### config.mk
export PLATFORM = sky130hd
export DESIGN_NAME = inst_fetch_if
export DESIGN_NICKNAME = d
export VERILOG_FILES = /design/src/rtl/risc_pkg.sv /design/src/rtl/fetch_fifo.sv /design/src/rtl/inst_fetch_if.sv
export SDC_FILE = /design/constraint.sdc
export NUM_CORES = 1
export LEC_CHECK = 0
export ABC_AREA = 1
export BUFFER_PORTS_ARGS = -buffer_cell sky130_fd_sc_hd__buf_2
export CORE_MARGIN = 2
export CORE_UTILIZATION = 25
export DETAILED_ROUTE_END_ITERATION = 16
export SLEW_MARGIN = 20
export SYNTH_ARGS = -nofsm -noshare
export SYNTH_HDL_FRONTEND = slang
export SYNTH_HIERARCHICAL = 1
export SYNTH_SLANG_ARGS = --single-unit
### constraint.sdc
create_clock -name clk -period 3.1 [get_ports clk]
set_clock_uncertainty 0.1 [all_clocks]
set_input_delay 0.155 -clock clk [delete_from_list [all_inputs] [get_ports clk]]
set_output_delay 0.155 -clock clk [all_outputs]
set_load 0.01 [all_outputs]
### src/rtl/risc_pkg.sv
// Shared constants for the small RISC core: datapath widths and the opcode field
// that identifies HALT.
package risc_pkg;
    localparam int PC_W   = 8;
    localparam int INST_W = 32;
    localparam int OPC_HI = 31;
    localparam int OPC_LO = 26;
    localparam logic [OPC_HI-OPC_LO:0] HALT_OP = 6'h3F;

    function automatic logic is_halt_opcode(input logic [OPC_HI-OPC_LO:0] opc);
        return opc == HALT_OP;
    endfunction
endpackage

### src/rtl/fetch_fifo.sv
// Synchronous FIFO of {pc, inst} fetch entries with an async active-low reset
// and a synchronous clear that takes priority over push and pop.
module fetch_fifo #(
    parameter int DEPTH = 4,
    parameter int W     = 40
) (
    input  logic                   clk,
    input  logic                   rst,
    input  logic                   clear,
    input  logic                   push,
    input  logic [W-1:0]           wdata,
    input  logic                   pop,
    output logic [W-1:0]           rdata,
    output logic [$clog2(DEPTH):0] count
);
    localparam int AW = $clog2(DEPTH);

    logic [W-1:0]  mem [DEPTH];
    logic [AW-1:0] rd_ptr;
    logic [AW-1:0] wr_ptr;

    // Storage is reset too so the head reads as zero straight out of reset.
    always_ff @(posedge clk or negedge rst) begin
        if (!rst) begin
            rd_ptr <= '0;
            wr_ptr <= '0;
            count  <= '0;
            for (int i = 0; i < DEPTH; i++) begin
                mem[i] <= '0;
            end
        end else if (clear) begin
            rd_ptr <= '0;
            wr_ptr <= '0;
            count  <= '0;
        end else begin
            if (push) begin
                mem[wr_ptr] <= wdata;
                wr_ptr      <= wr_ptr + 1'b1;
            end
            if (pop) begin
                rd_ptr <= rd_ptr + 1'b1;
            end
            case ({push, pop})
                2'b10:   count <= count + 1'b1;
                2'b01:   count <= count - 1'b1;
                default: count <= count;
            endcase
        end
    end

    assign rdata = mem[rd_ptr];
endmodule

### src/rtl/inst_fetch_if.sv
// Instruction fetch: issues ROM reads against a credit of queue slots, queues the
// returned words tagged with their PC, and latches a permanent halt on HALT.
module inst_fetch_if
    import risc_pkg::PC_W;
    import risc_pkg::OPC_HI;
    import risc_pkg::OPC_LO;
    import risc_pkg::is_halt_opcode;
#(
    parameter int DEPTH  = 4,
    parameter int INST_W = 32
) (
    input  logic              clk,
    input  logic              rst,
    input  logic [PC_W-1:0]   pc,
    output logic              freeze,
    output logic [PC_W-1:0]   mem_addr,
    output logic              mem_en,
    input  logic [INST_W-1:0] mem_data,
    output logic [INST_W-1:0] inst,
    output logic [PC_W-1:0]   inst_pc,
    output logic              inst_valid,
    input  logic              dec_ready,
    output logic              halted
);
    localparam int CW = $clog2(DEPTH) + 1;

    // Handshake: a head entry moves to decode in any cycle where inst_valid and
    // dec_ready are both 1; inst/inst_pc hold steady while inst_valid && !dec_ready.

    logic [CW-1:0]           fifo_count;
    logic [CW-1:0]           occ;
    logic                    inflight;
    logic [PC_W-1:0]         inflight_pc;
    logic                    issue;
    logic                    push;
    logic                    pop;
    logic                    halt_pop;
    logic                    fifo_clear;
    logic [PC_W+INST_W-1:0]  head;

    // The in-flight read already owns a slot, so issue never depends on dec_ready.
    assign occ        = fifo_count + CW'(inflight);
    assign issue      = (occ < CW'(DEPTH)) && !halted;
    assign freeze     = !issue;
    assign mem_en     = issue;
    assign mem_addr   = pc;

    assign push       = inflight && !halted;
    assign inst_valid = (fifo_count != '0) && !halted;
    assign pop        = inst_valid && dec_ready;
    assign inst       = head[INST_W-1:0];
    assign inst_pc    = head[PC_W+INST_W-1:INST_W];
    assign halt_pop   = pop && is_halt_opcode(inst[OPC_HI:OPC_LO]);
    assign fifo_clear = halt_pop || halted;

    always_ff @(posedge clk or negedge rst) begin
        if (!rst) begin
            inflight    <= 1'b0;
            inflight_pc <= '0;
            halted      <= 1'b0;
        end else begin
            inflight <= issue;
            if (issue) begin
                inflight_pc <= pc;
            end
            if (halt_pop) begin
                halted <= 1'b1;
            end
        end
    end

    fetch_fifo #(
        .DEPTH(DEPTH),
        .W    (PC_W + INST_W)
    ) u_fifo (
        .clk  (clk),
        .rst  (rst),
        .clear(fifo_clear),
        .push (push),
        .wdata({inflight_pc, mem_data}),
        .pop  (pop),
        .rdata(head),
        .count(fifo_count)
    );
endmodule

==> impl_metrics.json <==
{
  "globalRouteTotalUtil_pct": 12.7,
  "num_antenna_cells": 0,
  "final_setup_violation_count": 0,
  "synth_ff_type": "sky130_fd_sc_hd__dfrtp_1",
  "die_width_um": 184,
  "die_area_mm2": 0.0338,
  "grt_pass1_wl_mm": 33.5,
  "antenna_left": 0,
  "first_drt_pass_iteration_count": 5,
  "floorplan.initialDensity_pct": 25.5,
  "drt-wirelength-per-cell_um": 14.4,
  "drive_above_1_share_pct": 19.0,
  "detail_route.drc_violations": 0,
  "drv.max_cap_violation_count": 0,
  "synth_xor_area_share_pct": 0,
  "final_max_slew_viol_count": 0,
  "ir_worst_vdd_mv": 0.364,
  "pin_count_of_the_biggest_net_entering_global_routing": 71,
  "cts_setup_buffers": 0,
  "total_leakage_power_nw": 4.92,
  "post_synth_fa_ha_maj_area_fraction_pct": 0.867,
  "worst_r2r_path_depth": 13,
  "gp_congestion": 0.773,
  "synth_warnings": 6,
  "synthTopCellsByArea": "sky130_fd_sc_hd__dfrtp_1 55%, sky130_fd_sc_hd__nand2_1 9.2%, sky130_fd_sc_hd__o21ai_1 8.4%",
  "synth_compound_area_share_pct": 19.9,
  "max_slew_margin_pct": 53.7,
  "setup_total_negative_slack_ps": 0,
  "clock-root-buffer": "sky130_fd_sc_hd__clkbuf_16",
  "cts.clk_slew.worst_paths_ps": 70,
  "timing.critical_path.fanout_max": 22,
  "finalCoreUtilization_pct": 31.2,
  "post-place-cells": 1355,
  "grt_pass1_vias": 6282,
  "timing.fmax_mhz": 353,
  "synth-seq-cells": 177,
  "syn_nets": 945,
  "std_cell_rows": 65,
  "min_period_over_period_pct": 91.5,
  "timing.critical_path.to_type": "flop",
  "grt_antenna_before_repair": 0,
  "wirelength_mm": 20.6,
  "grt_setup_unrepaired": "false",
  "port_buffers": 94,
  "ctsHtreeMaxLevel": 4,
  "synth_top_cell_area_share_pct": 54.8,
  "post_synth_and_or_nand_nor_area_fraction_pct": 15.4,
  "cts.sinks": 177,
  "critical_path_arrival_ps": 3080,
  "ys_async_sr_fraction_pct": 100,
  "final_period_minus_worst_setup_slack_ps": 2840,
  "synth.largest_area_cell": "sky130_fd_sc_hd__dfrtp_1",
  "detail_route.iter0.violations": 406,
  "regToRegEndpoint": "u_fifo/mem[115]$_DFFE_PN0P_",
  "worstHoldPathType": "in -> async",
  "synth_seq_area_share_pct": 54.8,
  "report.final.hold_viol_count": 0,
  "r2r_setup_slack_ps": 260,
  "syn-instance-count": 897,
  "tightest_slew_ps": 694,
  "final_net_count": 1062,
  "clock_tree_from_tritoncts": "done",
  "max-clock-path-buffers": 2,
  "number_of_enable_type_register_cells_in_the_synthesized_netlist": 0,
  "cp-start-kind": "flop",
  "grt_overflow_total": 0,
  "design.portCount": 95,
  "syn_area_per_cell_um2": 9.01,
  "status": "finished clean",
  "start_to_end_type_of_the_worst_setup_path": "reg -> reg",
  "post_synthesis_mux_area_share_pct": 0,
  "syn-cell-area_mm2": 0.00808,
  "yosysUniqueCellTypes": 24,
  "crit_path_end": "u_fifo/mem[115]$_DFFE_PN0P_",
  "routed_via_count": 6414,
  "post-dp-hpwl_mm": 13.7,
  "worstPathRequired_ps": 3350,
  "core_mm2": 0.0317,
  "cp-startpoint": "u_fifo/rd_ptr[1]$_DFFE_PN0P_",
  "die_outline_height_um": 184,
  "area_added_between_synthesis_and_finish_pct": 22.4,
  "crit-reg2reg-launch": "u_fifo/rd_ptr[1]$_DFFE_PN0P_",
  "avgViaCountPerCell": 4.50,
  "power.density_mw_per_mm2": 474,
  "dominant_combinational_cell_family_by_area_after_synthesis": "compound AO/OA/AOI/OAI gates",
  "clk_latency_ps": 430,
  "fin_cells": 1426,
  "cts_inserted_buffers": 17
}
-- per-layer routing --
metal / up-vias / wire (µm) / track usage [%]
li1: 3212 / - / -
met1: 3024 / 10000 / 17.5
met2: 166 / 9440 / 20.3
met3: 12 / 954 / 2.56
met4: 0 / 172 / 3.23
met5: - / 0 / 0
-- cells in the mapped netlist (8+ instances only) --
library cell and count:
sky130_fd_sc_hd__o21ai_2 30, sky130_fd_sc_hd__o21ai_1 135, sky130_fd_sc_hd__clkbuf_1 16, sky130_fd_sc_hd__o22ai_1 40, sky130_fd_sc_hd__buf_4 14, sky130_fd_sc_hd__nand2_1 197
sky130_fd_sc_hd__buf_6 27, sky130_fd_sc_hd__nand4_1 11, sky130_fd_sc_hd__dfrtp_1 177, sky130_fd_sc_hd__nor2_1 84, sky130_fd_sc_hd__inv_1 54, sky130_fd_sc_hd__o21ai_0 80
sky130_fd_sc_hd__buf_2 8
-- cells by family after synthesis --
logic type / Yosys count
AOI/OAI and AO/OA: 289
DFF: 177
adders and majority gates: 5
and+or+nand+nor: 304
buffers and inverters: 122
-- worst max-delay path, stage by stage, from the launching register on --
cell and delay (ps):
sky130_fd_sc_hd__dfrtp_2 460, sky130_fd_sc_hd__buf_4 320, sky130_fd_sc_hd__o21ai_0 170, sky130_fd_sc_hd__o22ai_2 270, sky130_fd_sc_hd__nand2_1 80, sky130_fd_sc_hd__nor2_1 130, sky130_fd_sc_hd__nand3_1 120, sky130_fd_sc_hd__o21ai_0 190
sky130_fd_sc_hd__buf_4 180, sky130_fd_sc_hd__nor2_8 70, sky130_fd_sc_hd__nand2_4 240, sky130_fd_sc_hd__buf_4 250, sky130_fd_sc_hd__nand2_1 60, sky130_fd_sc_hd__o21ai_1 90
-- final cells by class --
cell class | count | area (µm²)
Fill cell | 3364 | 21800
Sequential cell | 177 | 4430
Multi-Input combinational cell | 598 | 2930
Timing Repair Buffer | 164 | 1210
Tap cell | 402 | 503
Clock buffer | 20 | 467
Inverter | 56 | 210
Clock inverter | 9 | 134
-- stage by stage --
stage / hold slack [ps] / worst slack, ps / instance area [µm²] / power [W]
final: 234 / 265 / 9880 / 0.00469
after global placement: 125 / 226 / 8860 / 0.00248
after floorplan: -241 / 466 / 8080 / 0.00239
after detailed placement: 137 / 171 / 8860 / 0.00248
after global routing: 295 / 65.5 / 9880 / 0.00486
after CTS: 254 / 168 / 9880 / 0.00475
-- sequential cells by signal (all words and copies together) (netlist names) --
name and cells:
u_fifo/wr_ptr 2, u_fifo/mem 160, inflight 1, halted 1, u_fifo/rd_ptr 2, inflight_pc 8, u_fifo/count 3
-- layout by cell type (no fill, tap or decap) --
cell type,count
sky130_fd_sc_hd__nand2_1,197
sky130_fd_sc_hd__dfrtp_1,175
sky130_fd_sc_hd__o21ai_1,135
sky130_fd_sc_hd__buf_2,93
sky130_fd_sc_hd__nor2_1,84
sky130_fd_sc_hd__o21ai_0,80
sky130_fd_sc_hd__inv_1,53
sky130_fd_sc_hd__dlygate4sd3_1,42
sky130_fd_sc_hd__o22ai_1,39
sky130_fd_sc_hd__o21ai_2,30
sky130_fd_sc_hd__buf_4,20
sky130_fd_sc_hd__clkbuf_16,17
sky130_fd_sc_hd__nand4_1,11
sky130_fd_sc_hd__buf_12,8
sky130_fd_sc_hd__a21oi_1,4
sky130_fd_sc_hd__nand3_1,4
sky130_fd_sc_hd__nand2_4,4
sky130_fd_sc_hd__ha_1,4
sky130_fd_sc_hd__clkinv_4,3
sky130_fd_sc_hd__clkbuf_8,3
sky130_fd_sc_hd__bufinv_16,3
sky130_fd_sc_hd__inv_2,3
sky130_fd_sc_hd__clkinv_2,2
sky130_fd_sc_hd__dfrtp_2,2
sky130_fd_sc_hd__nand4_2,1
sky130_fd_sc_hd__nand2_2,1
sky130_fd_sc_hd__nand3_4,1
sky130_fd_sc_hd__clkinvlp_4,1
sky130_fd_sc_hd__buf_6,1
sky130_fd_sc_hd__o22ai_2,1
sky130_fd_sc_hd__nor2_8,1
sky130_fd_sc_hd__fa_1,1
-- what timing repair did --
item	4_1_cts	5_1_grt
hold buffers	42	0
resized for setup	0	1
setup endpoints to repair	0	23
hold endpoints to repair	201	0
-- how the worst min path moves through the flow --
stage | slack [ps] | depth (start not counted) | to | startpoint
floorplan | -240 | 0 | halted$_DFFE_PN0P_ | rst
global placement | 130 | 1 | u_fifo/mem[132]$_DFFE_PN0P_ | rst
detailed placement | 140 | 1 | u_fifo/mem[132]$_DFFE_PN0P_ | rst
CTS | 250 | 2 | u_fifo/mem[53]$_DFFE_PN0P_ | rst
global route | 300 | 2 | u_fifo/mem[53]$_DFFE_PN0P_ | rst
finish | 230 | 2 | u_fifo/mem[59]$_DFFE_PN0P_ | rst
-- where the power goes --
group	internal [W]	switching (W)	total, W	leakage, nW
sequential	0.00231	0	0.00231	2.42
combinational	0.0000670	0.0000995	0.000167	2.20
clock	0.00132	0.000892	0.00221	0.294
No activity file was read; power rests on OpenSTA's default activity.
